[src/rtl/fp_mul_round_pack.sv]
// Post-multiply normalize / round-to-nearest-even / pack stage for binary32 multiply.
// Takes the 48-bit mantissa product and operand fields, and produces a packed result with saturate and flush flags.
`timescale 1ns/1ps

module fp_mul_round_pack (
    input  logic        clk,
    input  logic        rst,
    input  logic        in_valid,
    output logic        in_ready,
    input  logic [47:0] in_prod,
    input  logic        in_sign_a,
    input  logic        in_sign_b,
    input  logic [7:0]  in_exp_a,
    input  logic [7:0]  in_exp_b,
    input  logic        in_zero,
    output logic        out_valid,
    input  logic        out_ready,
    output logic [31:0] result,
    output logic        overflow,
    output logic        underflow
);

    typedef enum logic [2:0] {IDLE, NORM, ROUND, PACK, HOLD} state_t;

    state_t state, state_next;

    logic [47:0]        prod_q;
    logic               zero_q;
    logic               sign_q;
    logic signed [9:0]  e_q;
    logic [23:0]        mant_q;
    logic               guard_q;
    logic               sticky_q;

    logic signed [9:0]  exp_sum;
    logic               round_inc;
    logic [24:0]        round_sum;

    // Ten bits hold the full -127..383 range; the unsigned sum wraps to the correct two's-complement value.
    assign exp_sum   = {2'b00, in_exp_a} + {2'b00, in_exp_b} - 10'd127;
    assign round_inc = guard_q & (sticky_q | mant_q[0]);
    assign round_sum = {1'b0, mant_q} + {24'd0, round_inc};

    assign in_ready  = (state == IDLE);
    assign out_valid = (state == HOLD);

    always_ff @(posedge clk or posedge rst) begin
        if (rst) begin
            state <= IDLE;
        end else begin
            state <= state_next;
        end
    end

    always_comb begin
        state_next = state;
        case (state)
            IDLE:    if (in_valid) state_next = NORM;
            NORM:    state_next = ROUND;
            ROUND:   state_next = PACK;
            PACK:    state_next = HOLD;
            HOLD:    if (out_ready) state_next = IDLE;
            default: state_next = IDLE;
        endcase
    end

    always_ff @(posedge clk or posedge rst) begin
        if (rst) begin
            prod_q    <= '0;
            zero_q    <= 1'b0;
            sign_q    <= 1'b0;
            e_q       <= '0;
            mant_q    <= '0;
            guard_q   <= 1'b0;
            sticky_q  <= 1'b0;
            result    <= '0;
            overflow  <= 1'b0;
            underflow <= 1'b0;
        end else begin
            case (state)
                IDLE: begin
                    if (in_valid) begin
                        prod_q <= in_prod;
                        zero_q <= in_zero;
                        sign_q <= in_sign_a ^ in_sign_b;
                        e_q    <= exp_sum;
                    end
                end
                NORM: begin
                    if (prod_q[47]) begin
                        mant_q   <= prod_q[47:24];
                        guard_q  <= prod_q[23];
                        sticky_q <= |prod_q[22:0];
                        e_q      <= e_q + 10'sd1;
                    end else begin
                        mant_q   <= prod_q[46:23];
                        guard_q  <= prod_q[22];
                        sticky_q <= |prod_q[21:0];
                    end
                end
                ROUND: begin
                    // A carry out of the rounder can only come from all-ones, leaving 1.0 and a bumped exponent.
                    if (round_sum[24]) begin
                        mant_q <= round_sum[24:1];
                        e_q    <= e_q + 10'sd1;
                    end else begin
                        mant_q <= round_sum[23:0];
                    end
                end
                PACK: begin
                    if (zero_q) begin
                        result    <= {sign_q, 31'b0};
                        overflow  <= 1'b0;
                        underflow <= 1'b0;
                    end else if (e_q >= 10'sd255) begin
                        result    <= {sign_q, 8'hFF, 23'b0};
                        overflow  <= 1'b1;
                        underflow <= 1'b0;
                    end else if (e_q <= 10'sd0) begin
                        result    <= {sign_q, 31'b0};
                        overflow  <= 1'b0;
                        underflow <= 1'b1;
                    end else begin
                        result    <= {sign_q, e_q[7:0], mant_q[22:0]};
                        overflow  <= 1'b0;
                        underflow <= 1'b0;
                    end
                end
                default: ;
            endcase
        end
    end

endmodule
[config.mk]
export PLATFORM = sky130hd
export DESIGN_NAME = fp_mul_round_pack
export DESIGN_NICKNAME = d
export VERILOG_FILES = /design/src/rtl/fp_mul_round_pack.sv
export SDC_FILE = /design/constraint.sdc
export NUM_CORES = 1
export LEC_CHECK = 0
export ABC_AREA = 0
export CORE_ASPECT_RATIO = 1.5
export CORE_UTILIZATION = 35
export CTS_CLUSTER_DIAMETER = 200
export DETAILED_ROUTE_END_ITERATION = 12
export HOLD_SLACK_MARGIN = 0.15
export PLACE_DENSITY = 0.64
export SYNTH_ARGS = -nofsm -noshare
export SYNTH_HDL_FRONTEND = slang
export SYNTH_SLANG_ARGS = --single-unit
[constraint.sdc]
create_clock -name clk -period 10.9 [get_ports clk]
set_input_delay 1.635 -clock clk [delete_from_list [all_inputs] [get_ports clk]]
set_output_delay 1.635 -clock clk [all_outputs]
set_load 0.005 [all_outputs]
-- After elaboration in Yosys (flattened, before gate mapping)
Index checks and enable logic that the tools add are counted.
- add/subtract/negate cells: 4
- magnitude comparators: 2
- eq/ne operators: 8
- mux-type cells: 20
- bitwise logic cells: 3
- reduce and logical (&&, ||, !) cells: 8
- operators with widths (operator ; number):
    two-way mux 31 bit ; 3
    two-way mux 24 bit ; 2
    one-hot mux 24 bit (2 select lines) ; 1
    two-way mux 10 bit ; 3
    one-hot mux 10 bit (3 select lines) ; 1
    adder 24 x 1 -> 25 bit ; 1
    OR reduction 23 bit ; 1
    OR reduction 22 bit ; 1
    one-hot mux 3 bit (5 select lines) ; 1
    adder 10 x 2 -> 10 bit, second input constant ; 1
    greater-or-equal comparator 10 x 9 -> 1 bit, second input constant ; 1
    less-or-equal comparator 10 x 1 -> 1 bit, second input constant ; 1
    subtractor 9 x 7 -> 10 bit, second input constant ; 1
    adder 8 x 8 -> 9 bit ; 1
    two-way mux 1 bit ; 7
    equality test 3 x 2 -> 1 bit, second input constant ; 2
    two-way mux 3 bit ; 2
    inequality test 2 bit, second input constant ; 3
    AND reduction 2 bit ; 2
    AND reduction 4 bit ; 1
    equality test 3 x 1 -> 1 bit, second input constant ; 1
    equality test 3 bit, second input constant ; 1
    logical NOT 3 bit ; 1
    nonzero test 3 bit ; 1
    5 further kinds ; 5
- register bits after elaboration: 123
- bits of input ports: 71
- output and inout port bits: 36
- logic and storage cells: 56

-- Longest topological paths before layout
- depth after elaboration: 5
- mapped depth: 11
- gate-level depth less buffers: 11

-- Least setup slack after synthesis
No wires, ideal clock.
- path kind: input to register
- from: in in_exp_a[1]
- to: reg e_q[7]
- setup time: 0.130 ns
- arrival: 3.160 ns
- data required time: 10.770 ns
- setup slack: 7.610 ns
- stages: 9
- path buffers: 0
- cell sequence: ha_1 > ha_1 > inv_1 > fa_1 > nor2b_1 > o31a_1 > o2111a_1 > nor3_1 > o22ai_1
- word-level cells in the longest chain between the ends: 4
- ends and longest elaborated chain (element ; line ; RTL):
    start: declaration ; 13 ; input logic [7:0] in_exp_a,
    adder 8 x 8 -> 9 bit ; 40 ; assign exp_sum = {2'b00, in_exp_a} + {2'b00, in_exp_b} - 10'd127;
    subtractor 9 x 7 -> 10 bit ; 40 ;
    two-way mux 10 bit ; 82 ; if (in_valid) begin
    one-hot mux 10 bit (3 select lines) ; 80 ; case (state)
    end signal: assignment ; 86 ; e_q <= exp_sum;
    end signal: assignment ; 94 ; e_q <= e_q + 10'sd1;
    end signal: assignment ; 105 ; e_q <= e_q + 10'sd1;
    end: declaration ; 30 ; logic signed [9:0] e_q;
No other way between the ends. The select of a mux whose other input is x is not followed.
A chain may end at the register's enable or synchronous reset.

-- Worst setup path in the final report
- from: in in_exp_a[0]
- to: reg e_q[9]
The elaborated chain is that of the path after synthesis.

==> impl_metrics.py <==
metrics = {
    "status": {
        "outcome": "completed",
    },
    "layout": {
        "multi_input_area_sq_mm": 0.00311,
        "fin_nets": 784,
        "seqCellArea_sq_mm": 0.00308,
        "antenna-diode-count": 0,
        "area_delta_synth_final_pct": 27.9,
        "design_area_sq_mm": 0.00822,
        "drive_gt1_share_pct": 15.5,
        "fill_cells": 1689,
        "final_cell_count_no_fill": 922,
    },
    "yosys": {
        "synth_seq_cells": 123,
        "synth_edf_count": 0,
        "synth_largest_area_cell": "dfrtp_1",
        "yosysMostFrequentCell": "dfrtp_1",
        "synthSimpleGateAreaFrac_pct": 12.3,
        "synthTopCellsByArea": "dfrtp_1 48%, mux2_2 10%, ha_1 3.7%, a21oi_1 3.2%, a22o_1 3.1%",
        "synth_top_cells_by_count": "123 x dfrtp_1, 58 x mux2_2, 41 x a21oi_1, 32 x nand2_1",
        "synth_cell_type_count": 68,
        "yosysSeqAreaShare_pct": 47.9,
        "syn_inst": 599,
        "yosys_warnings": 0,
        "synth_top_family_by_area": "compound AO/OA/AOI/OAI gates",
        "synth_compound_area_share_pct": 17.9,
        "synth_top_area_share_pct": 47.9,
        "synth_mux_area_share_pct": 13.0,
        "postSynthAreaPerCell_sq_um": 10.7,
        "synthXorXnorAreaFrac_pct": 1.09,
        "synth-adder-area-share_pct": 4.01,
        "synth_nets": 690,
        "synth_ff_type": "dfrtp_1",
        "async_reset_ff_share_pct": 100,
        "netlist_area_sq_mm": 0.00642,
    },
    "global_route": {
        "grt-ovfl-total": 0,
        "track_usage_pct": 18.3,
        "grt_pass1_wl_mm": 27.2,
        "grt_pass1_vias": 5321,
        "grt_max_degree": 64,
        "antenna_found_initial": 0,
    },
    "clock_network": {
        "cts_tree": "done",
        "ctsHoldBuffers": 0,
        "cts.sinks": 123,
        "post_cts_resized": 0,
        "cts_setup_buffers": 0,
        "numCtsBuffers": 17,
        "clockRootBuffer": "clkbuf_16",
        "htreeDepth": 4,
        "max-clock-path-buffers": 2,
        "clock_latency_ns": 0.41,
        "clk_pin_slew_worst_paths_ns": 0.06,
    },
    "timing": {
        "period_needed_ns": 3.52,
        "relSlewSlack_pct": 27.9,
        "slew_viol_final": 0,
        "max_slew.worst_pin.slew_ns": 1.07,
        "clock_skew_ns": 0.00895,
        "setup_viol": 0,
        "fin_crit_sh_pct": 32.3,
        "fmax_mhz": 284,
        "tns_ns": 0,
        "rsz0062_at_grt": "false",
        "hold_viol": 0,
    },
    "die": {
        "core_area_sq_mm": 0.0179,
        "die_area_sq_mm": 0.0189,
        "die_h_microns": 168,
        "die-width_microns": 113,
        "rows": 60,
        "pin_count": 107,
        "start_util_pct": 35.8,
    },
    "power_and_ir_drop": {
        "clkPwrFrac_pct": 21.6,
        "pwr-share-comb_pct": 42.1,
        "p_sw_mw": 0.950,
        "p_int_mw": 1.53,
        "vdd_drop_max_uv": 112,
        "p_sw_share_pct": 38.3,
        "pwr_density_cell_mw_per_mm2": 302,
        "pwr-share-seq_pct": 36.3,
        "leakagePower_nw": 3.42,
    },
    "drt": {
        "drt-initial-drc-count": 276,
        "viasPerCell": 5.61,
        "route.detailed.drc": 0,
        "firstDrtPassIters": 5,
        "antenna_left": 0,
        "wl_per_cell_microns": 17.8,
        "dr_total_vias": 5168,
        "drt_wl_total_mm": 16.5,
    },
    "setup_path": {
        "worstSetupPathType": "in2reg",
        "slowest_stage": "clkdlybuf4s50_1",
        "crit_fanout": 4,
        "required_ns": 11.18,
        "crit_top_cell": "inv_1",
        "worstPathCellList": "clkdlybuf4s50_1, inv_1, ha_1, inv_1, ha_1, inv_1, fa_1, nor2b_1, o31a_1, o21ai_0, a211oi_1, o21ai_0",
        "max_stage_delay_ns": 0.45,
        "start_kind": "input pin",
        "worst_setup_path_end_kind": "flip-flop",
        "cp.arrival_ns": 3.81,
    },
    "placed_design": {
        "hpwl_mm": 11.8,
        "gp_congestion": 0.874,
        "dpl.cell_count": 891,
        "dpl_cell_area_sq_mm": 0.00766,
        "portBuffers": 106,
    },
    "hold_path": {
        "hold_path_class": "reg2reg",
    },
    "job": {
        "cap_violations": 0,
    },
}
==> power groups by stage <==
stage	logic [mW]	clock network, mW	registers, mW
after detailed placement	1.04	0	0.908
after CTS	1.05	0.548	0.902
final	1.04	0.535	0.902
after global placement	1.02	0	0.897
after floorplan	0.790	0	0.824
after global routing	1.16	0.573	0.936
==> metrics by stage <==
stage	utilization (%)	hold slack [ns]	power [mW]	setup WS, ns
2_1_floorplan	-	0.450	1.61	5.99
3_3_place_gp	42.7	0.467	1.91	7.06
3_5_place_dp	42.7	0.468	1.95	7.01
4_1_cts	45.8	0.481	2.50	7.40
5_1_grt	45.8	0.511	2.67	7.23
6_report	45.8	0.478	2.48	7.38
==> worst max-delay path: cells and delay by family <==
kind / cells / cell delay, ns
compound gates: 4 / 0.64
fa+ha+maj: 3 / 0.74
buf+inv: 4 / 0.61
simple gates: 1 / 0.18
==> flip-flops by register name (all words and copies together) (netlist names) <==
register   flops
sticky_q       1
guard_q        1
zero_q         1
mant_q        24
prod_q        48
underflow      1
sign_q         1
e_q           10
result        32
overflow       1
state          3
==> path summary, 6_finish.rpt <==
check	slack [ns]	endpoint	from	cells past startpoint
max	7.38	e_q[9]	in_exp_a[0]	12
min	0.48	underflow	underflow	2
max reg2reg	7.76	mant_q[14]	mant_q[0]	8
min reg2reg	0.48	underflow	underflow	2
max in group asynchronous	7.90	mant_q[21]	rst	3
min in group asynchronous	1.73	prod_q[21]	rst	2
==> placed cells by master (no fill, tap or decap), drive strengths merged, types with 5 or more instances in the layout <==
| cell type | synthesis | routed |
|---|---|---|
| dfrtp | 123 | 123 |
| clkdlybuf4s50 | 0 | 106 |
| mux2 | 58 | 58 |
| a21oi | 41 | 41 |
| nand2 | 32 | 32 |
| o21ai | 32 | 32 |
| nor2 | 30 | 30 |
| inv | 23 | 24 |
| a22o | 23 | 23 |
| clkbuf | 27 | 20 |
| ha | 19 | 19 |
| mux2i | 18 | 18 |
| nor3 | 14 | 14 |
| nand3 | 14 | 14 |
| nor4 | 11 | 11 |
| a31oi | 9 | 9 |
| nand4 | 9 | 9 |
| a221o | 8 | 8 |
| o21a | 7 | 7 |
| o22ai | 7 | 7 |
| buf | 10 | 6 |
| and3 | 5 | 5 |
==> kinds of logic (layout without fill, tap and decap cells) <==
| family | after synthesis | count (layout) |
|---|---|---|
| AOI/OAI and AO/OA | 166 | 166 |
| xor gates and xnor gates | 8 | 8 |
| adders and majority gates | 20 | 20 |
| buffers and inverters | 60 | 166 |
| DFF | 123 | 123 |
| muxes | 76 | 76 |
| and+or+nand+nor | 146 | 146 |
==> layer usage <==
| metal | wire [microns] | GRT usage, % | part of all wire (%) |
|---|---|---|---|
| met1 | 6690 | 20.7 | 41 |
| met2 | 8420 | 32.7 | 51 |
| met3 | 958 | 4.72 | 5.8 |
| met4 | 387 | 6.96 | 2.4 |
| met5 | 0 | 0 | 0 |
==> area by class of cell <==
type                            count  share of cell area, %
Multi-Input combinational cell    416                   37.9
Sequential cell                   123                   37.5
Timing Repair Buffer              112                   13.5
Clock buffer                       20                   5.32
Tap cell                          217                   3.30
Clock inverter                     11                   1.49
Inverter                           23                   1.08
No activity file was read; power rests on OpenSTA's default activity.
